**src/rtl/vend_pkg.sv**
```systemverilog
// Shared types, encodings and default parameters for the vending controller.
package vend_pkg;

   typedef enum logic [1:0] {
      S_IDLE     = 2'd0,
      S_CREDIT   = 2'd1,
      S_DISPENSE = 2'd2,
      S_CHANGE   = 2'd3
   } state_e;

   // Same encoding serves the coin input and the change output.
   typedef enum logic [1:0] {
      NONE    = 2'b00,
      ONE     = 2'b01,
      TWO     = 2'b10,
      INVALID = 2'b11
   } coin_e;

   localparam int PRICE_DEF       = 3;
   localparam int MAX_CREDIT_DEF  = 15;
   localparam int STOCK_INIT_DEF  = 8;
   localparam int DISP_CYCLES_DEF = 4;

   localparam int NUM_PROD = 4;
   localparam int CREDIT_W = 4;
   localparam int STOCK_W  = 4;

   function automatic logic [CREDIT_W:0] coin_value(input logic [1:0] c);
      case (c)
         ONE:     coin_value = (CREDIT_W+1)'(1);
         TWO:     coin_value = (CREDIT_W+1)'(2);
         default: coin_value = '0;
      endcase
   endfunction

endpackage

```
**src/rtl/vend_stock_bank.sv**
```systemverilog
// Per-product stock counters with saturating decrement, bulk refill and a
// registered sold-out vector that tracks the counts cycle for cycle.
module vend_stock_bank
   import vend_pkg::*;
#(
   parameter int STOCK_INIT = STOCK_INIT_DEF
)(
   input  logic                               clk,
   input  logic                               rst,
   input  logic                               dec_en,
   input  logic [1:0]                         dec_id,
   input  logic                               refill,
   output logic [NUM_PROD-1:0][STOCK_W-1:0]   stock,
   output logic [NUM_PROD-1:0]                sold_out
);

   localparam logic [STOCK_W-1:0] INIT_V = STOCK_W'(STOCK_INIT);
   localparam logic [STOCK_W-1:0] ONE_V  = STOCK_W'(1);

   logic [NUM_PROD-1:0][STOCK_W-1:0] stock_q, stock_d;
   logic [NUM_PROD-1:0]              sold_out_q, sold_out_d;

   always_comb begin
      stock_d    = stock_q;
      sold_out_d = sold_out_q;
      for (int i = 0; i < NUM_PROD; i++) begin
         if (refill)
            stock_d[i] = INIT_V;
         else if (dec_en && dec_id == 2'(i) && stock_q[i] != '0)
            stock_d[i] = stock_q[i] - ONE_V;
         sold_out_d[i] = (stock_d[i] == '0);
      end
   end

   always_ff @(posedge clk or posedge rst) begin
      if (rst) begin
         stock_q    <= {NUM_PROD{INIT_V}};
         sold_out_q <= {NUM_PROD{INIT_V == '0}};
      end else begin
         stock_q    <= stock_d;
         sold_out_q <= sold_out_d;
      end
   end

   assign stock    = stock_q;
   assign sold_out = sold_out_q;

endmodule

```
**src/rtl/vend_controller.sv**
```systemverilog
// Coin-operated vending controller: credit accumulation, product dispense
// pulse, change payout and per-product stock tracking.
module vend_controller
   import vend_pkg::*;
#(
   parameter int PRICE       = PRICE_DEF,
   parameter int MAX_CREDIT  = MAX_CREDIT_DEF,
   parameter int STOCK_INIT  = STOCK_INIT_DEF,
   parameter int DISP_CYCLES = DISP_CYCLES_DEF
)(
   input  logic                  clk,
   input  logic                  rst,
   input  logic [1:0]            in,
   input  logic                  sel_valid,
   input  logic [1:0]            sel_id,
   input  logic                  cancel,
   input  logic                  refill,
   output logic [CREDIT_W-1:0]   credit,
   output logic                  out,
   output logic [1:0]            disp_id,
   output logic [1:0]            change,
   output logic                  reject,
   output logic                  busy,
   output logic [NUM_PROD-1:0]   sold_out
);

   localparam int CNT_W = (DISP_CYCLES > 1) ? $clog2(DISP_CYCLES) : 1;
   localparam logic [CNT_W-1:0]    DISP_LAST = CNT_W'(DISP_CYCLES - 1);
   localparam logic [CREDIT_W:0]   PRICE_V   = (CREDIT_W+1)'(PRICE);
   localparam logic [CREDIT_W:0]   MAX_V     = (CREDIT_W+1)'(MAX_CREDIT);

   state_e                            state_q, state_d;
   logic [CREDIT_W-1:0]               credit_q, credit_d;
   logic                              out_q, out_d;
   logic [1:0]                        disp_id_q, disp_id_d;
   logic [1:0]                        change_q, change_d;
   logic                              reject_q, reject_d;
   logic                              busy_q, busy_d;
   logic [CNT_W-1:0]                  cnt_q, cnt_d;
   logic [CREDIT_W:0]                 acc;
   logic                              dec_en, refill_en;
   logic [NUM_PROD-1:0][STOCK_W-1:0]  stock;

   vend_stock_bank #(.STOCK_INIT(STOCK_INIT)) u_stock (
      .clk      (clk),
      .rst      (rst),
      .dec_en   (dec_en),
      .dec_id   (sel_id),
      .refill   (refill_en),
      .stock    (stock),
      .sold_out (sold_out)
   );

   always_comb begin
      state_d   = state_q;
      credit_d  = credit_q;
      out_d     = 1'b0;
      disp_id_d = disp_id_q;
      change_d  = NONE;
      reject_d  = 1'b0;
      cnt_d     = cnt_q;
      dec_en    = 1'b0;
      refill_en = 1'b0;
      acc       = {1'b0, credit_q};
      unique case (state_q)
         S_IDLE, S_CREDIT: begin
            // Cancel beats selection; selection sees credit before this cycle's coin.
            if (state_q == S_CREDIT && cancel) begin
               state_d = S_CHANGE;
            end else if (state_q == S_CREDIT && sel_valid && acc >= PRICE_V &&
                         stock[sel_id] != '0) begin
               state_d   = S_DISPENSE;
               acc       = acc - PRICE_V;
               dec_en    = 1'b1;
               out_d     = 1'b1;
               disp_id_d = sel_id;
               cnt_d     = DISP_LAST;
            end
            refill_en = (state_q == S_IDLE) && refill;
            if (in == INVALID) begin
               reject_d = 1'b1;
            end else if (in != NONE) begin
               if (acc + coin_value(in) > MAX_V) reject_d = 1'b1;
               else                              acc = acc + coin_value(in);
            end
            credit_d = acc[CREDIT_W-1:0];
            if (state_q == S_IDLE && acc != '0) state_d = S_CREDIT;
         end
         S_DISPENSE: begin
            reject_d = (in != NONE);
            if (cnt_q == '0) begin
               state_d = (credit_q != '0) ? S_CHANGE : S_IDLE;
            end else begin
               cnt_d = cnt_q - CNT_W'(1);
               out_d = 1'b1;
            end
         end
         S_CHANGE: begin
            reject_d = (in != NONE);
            if (credit_q >= CREDIT_W'(2)) begin
               change_d = TWO;
               credit_d = credit_q - CREDIT_W'(2);
            end else if (credit_q != '0) begin
               change_d = ONE;
               credit_d = '0;
            end else begin
               state_d = S_IDLE;
            end
         end
         default: state_d = S_IDLE;
      endcase
      busy_d = (state_d == S_DISPENSE) || (state_d == S_CHANGE);
   end

   always_ff @(posedge clk or posedge rst) begin
      if (rst) begin
         state_q   <= S_IDLE;
         credit_q  <= '0;
         out_q     <= 1'b0;
         disp_id_q <= '0;
         change_q  <= NONE;
         reject_q  <= 1'b0;
         busy_q    <= 1'b0;
         cnt_q     <= '0;
      end else begin
         state_q   <= state_d;
         credit_q  <= credit_d;
         out_q     <= out_d;
         disp_id_q <= disp_id_d;
         change_q  <= change_d;
         reject_q  <= reject_d;
         busy_q    <= busy_d;
         cnt_q     <= cnt_d;
      end
   end

   assign credit  = credit_q;
   assign out     = out_q;
   assign disp_id = disp_id_q;
   assign change  = change_q;
   assign reject  = reject_q;
   assign busy    = busy_q;

endmodule

```
**config.mk**
```make
export PLATFORM = sky130hd
export DESIGN_NAME = vend_controller
export DESIGN_NICKNAME = d
export VERILOG_FILES = /design/src/rtl/vend_pkg.sv /design/src/rtl/vend_stock_bank.sv /design/src/rtl/vend_controller.sv
export SDC_FILE = /design/constraint.sdc
export NUM_CORES = 1
export LEC_CHECK = 0
export ABC_CLOCK_PERIOD_IN_PS = 9100
export CAP_MARGIN = 0
export CORE_ASPECT_RATIO = 0.7
export CORE_MARGIN = 5
export CORE_UTILIZATION = 38
export CTS_CLUSTER_DIAMETER = 100
export DETAILED_ROUTE_END_ITERATION = 10
export PLACE_DENSITY = 0.67
export SKIP_LAST_GASP = 1
export SLEW_MARGIN = 20
export SYNTH_ARGS = -nofsm -noshare
export SYNTH_HDL_FRONTEND = slang
export SYNTH_SLANG_ARGS = --single-unit
```
**constraint.sdc**
```tcl
create_clock -name clk -period 9.1 [get_ports clk]
set_clock_uncertainty 0.05 [all_clocks]
set_input_delay 1.82 -clock clk [delete_from_list [all_inputs] [get_ports clk]]
set_output_delay 1.82 -clock clk [all_outputs]
set_load 0.1 [all_outputs]
```
==> impl_metrics.toml <==
[drt]
drtIter0Drc = 137
post_drt_wl_per_cell_microns = 13.85
drt-total-wl_microns = 4876
vias = 1847
drc = 0
antenna_left = 0
via_per_inst = 5.247
drt-pass1-iter-count = 5

[logic_synthesis]
synth-seq-area-share = 0.3775
synth-edff-count = 0
synthCells = 252
yosys_register_bits = 34
ys.flop_type = "dfrtp_1"
synth_cell_types = 59
ys_warn_count = 0
synthArstFlopShare = 1.000
syn_area_sq_mm = 0.002267
avgSynthCellArea_sq_um = 8.997
syn_nets = 274

[cts]
cts_buffer_depth = 2
clk_latency_ns = 0.29
cts-buffers-inserted = 5
cts_root_buffer = "clkbuf_8"
htree_levels = 2
postCtsHoldBufs = 0
cts_tree = "yes"
path_clk_slew_ns = 0.08
postCtsSetupRepairBufs = 0
cts_resized = 0
cts_sinks = 34

[final_layout]
finalNonFillerCells = 352
num_antenna_cells = 0
nNetsFinal = 298
area_growth_pct = 18.65
fin_util = 0.4674
design_area_sq_mm = 0.002690
n_fill_cell = 563
layout-drive-gt1-share = 0.1191

[timing]
rsz0062_at_grt = "false"
finalCritPeriodShare = 0.5712
fmax_mhz = 192.4
fin_crit_ns = 5.198
fin_tns_setup_ns = 0
tightest_slew_ns = 0.9684
relSlewSlack = 0.3524
hold_violations = 0
slew_viol_final = 0
setup_viol = 0

[pwr]
fin_total_pwr_mw = 1.076
power_leakage_nw = 1.183
ir_drop_mv = 0.1897
power_density_mw_per_mm2 = 400.0

[place]
place_area_sq_mm = 0.002574
gp_congestion = 0.8479
place_inst = 344
portBuffers = 23
dp_hpwl_microns = 3649

[setup_path]
cp_slowest_stage_delay_ns = 0.61
cp.arrival_ns = 5.36
crit_required_ns = 9.26
path_class = "input port to flop"
cp_cell_sequence = "clkdlybuf4s50_1 > nor4b_4 > a22oi_2 > nand3_2 > nor2_2 > xnor2_1 > ha_1 > inv_1 > fa_1 > nor2_1 > a211oi_1 > nor4_1 > nor3_1 > a31oi_1"
path_buf_inv = 2
critPathMaxFanout = 10
crit_family = "simple AND/OR/NAND/NOR gates"
startpoint_type = "input port"
end_kind = "flop"
slowest_stage = "clkdlybuf4s50_1"

[global_routing]
grt-ovfl-total = 0
grt_pass1_wl_microns = 8204
grt_max_degree = 35
grt_pass1_vias = 1660
grt_antenna_before_repair = 0
grt_use_total = 0.1382

[die]
fp-row-count = 23
core_sq_mm = 0.005756
dieHeight_microns = 74.63
die-area_sq_mm = 0.007636
fp.dieW_microns = 102.3
ios = 24
initial_utilization = 0.3939

[worst_hold_path]
hp-class = "flop to flop"

[run]
drv_cap = 0

[run_status]
outcome = "complete, no violations"
==> metrics by stage <==
| stage | hold WS [ns] | worst slack, ns |
|---|---|---|
| 2_1_floorplan | 0.3896 | 4.517 |
| 3_3_place_gp | 0.4067 | 3.787 |
| 3_5_place_dp | 0.4135 | 3.700 |
| 4_1_cts | 0.4237 | 3.992 |
| 5_1_grt | 0.4481 | 3.733 |
| 6_report | 0.4260 | 3.902 |
==> synthesized netlist by cell type, drive strengths merged, types with 2 or more instances <==
| cell | count | area share |
|---|---|---|
| a211oi | 3 | 0.0099 |
| a21o | 2 | 0.0066 |
| a21oi | 14 | 0.033 |
| a22oi | 2 | 0.0088 |
| a31oi | 3 | 0.0083 |
| and3 | 2 | 0.0055 |
| and4 | 2 | 0.0088 |
| buf | 5 | 0.012 |
| clkbuf | 3 | 0.0050 |
| dfrtp | 30 | 0.33 |
| dfstp | 4 | 0.046 |
| ha | 12 | 0.066 |
| inv | 23 | 0.038 |
| mux2 | 2 | 0.012 |
| mux2i | 9 | 0.040 |
| nand2 | 27 | 0.045 |
| nand2b | 4 | 0.011 |
| nand3 | 5 | 0.013 |
| nand4 | 4 | 0.014 |
| nor2 | 33 | 0.056 |
| nor2b | 3 | 0.0083 |
| nor3 | 10 | 0.031 |
| nor3b | 4 | 0.013 |
| nor4 | 8 | 0.031 |
| nor4b | 2 | 0.014 |
| o21ai | 6 | 0.018 |
| o22ai | 2 | 0.0055 |
| or3 | 3 | 0.0083 |
| or4 | 4 | 0.015 |
| xnor2 | 7 | 0.027 |
| xor2 | 2 | 0.0077 |
==> layout make-up <==
class / instances / area [sq um] / area share
clock buffer: 7 / 86.33 / 0.03209
multi-input combinational: 187 / 1292 / 0.4805
timing repair buffer: 25 / 245.2 / 0.09116
sequential: 34 / 855.8 / 0.3181
clock inverter: 1 / 30.03 / 0.01116
inverter: 23 / 86.33 / 0.03209
tap: 75 / 93.84 / 0.03488
==> cell families (layout without fill, tap and decap cells) <==
kind of cell / Yosys count / count (layout) / share of synthesized area
and+or+nand+nor: 114 / 114 / 0.2837
AOI/OAI and AO/OA: 40 / 40 / 0.1231
DFF: 34 / 34 / 0.3775
buffers and inverters: 31 / 56 / 0.05463
adders and majority gates: 13 / 13 / 0.07505
muxes: 11 / 11 / 0.05132
xor gates and xnor gates: 9 / 9 / 0.03477
==> layout by cell type (no fill, tap or decap), types with 3 or more instances in the layout <==
cell | synthesis | routed
nand2b_1 | 4 | 4
or3_1 | 3 | 3
o21ai_0 | 5 | 5
ha_1 | 12 | 12
or4_1 | 3 | 3
mux2i_1 | 9 | 9
clkdlybuf4s50_1 | 0 | 23
a21oi_1 | 13 | 13
nor2b_1 | 3 | 3
nor2_1 | 32 | 32
nor3b_1 | 4 | 3
nand3_1 | 4 | 4
nor4_1 | 6 | 6
dfstp_2 | 4 | 4
xnor2_1 | 7 | 7
nor3_1 | 7 | 7
nand2_1 | 27 | 27
a31oi_1 | 3 | 3
nand4_1 | 3 | 3
a211oi_1 | 3 | 3
dfrtp_1 | 30 | 30
clkbuf_8 | 0 | 6
inv_1 | 23 | 23
==> report_power, final <==
part / total [mW] / internal [mW] / switching [mW]
sequential: 0.297 / 0.220 / 0.0767
combinational: 0.635 / 0.203 / 0.433
clock: 0.143 / 0.0893 / 0.0542
total: 1.08 / 0.512 / 0.564
==> metal layers <==
layer	vias up	track usage	wire length, microns
met1	873	0.2116	2508
met2	49	0.1922	2031
met4	0	0.02911	21
met5	-	0	0
met3	2	0.04074	315
li1	923	-	-
==> state kept, by name (all words and copies together) (netlist names) <==
name              count
out                   1
credit                4
u_stock.stock        16
change                2
state_q               1
disp_id               2
busy                  1
u_stock.sold_out      4
cnt_q                 2
reject                1
==> path summary, 6_finish.rpt <==
check	start	end	slack, ns	cells after the start
max	sel_id[0]	state_q[0]	3.90	14
max in group asynchronous	rst	u_stock.stock[7]	6.75	3
min reg2reg	cnt_q[0]	cnt_q[0]	0.43	1
min	cnt_q[0]	cnt_q[0]	0.43	1
max reg2reg	credit[2]	state_q[0]	5.10	15
min in group asynchronous	rst	disp_id[1]	1.88	3
(Power assumes the default switching activity.)
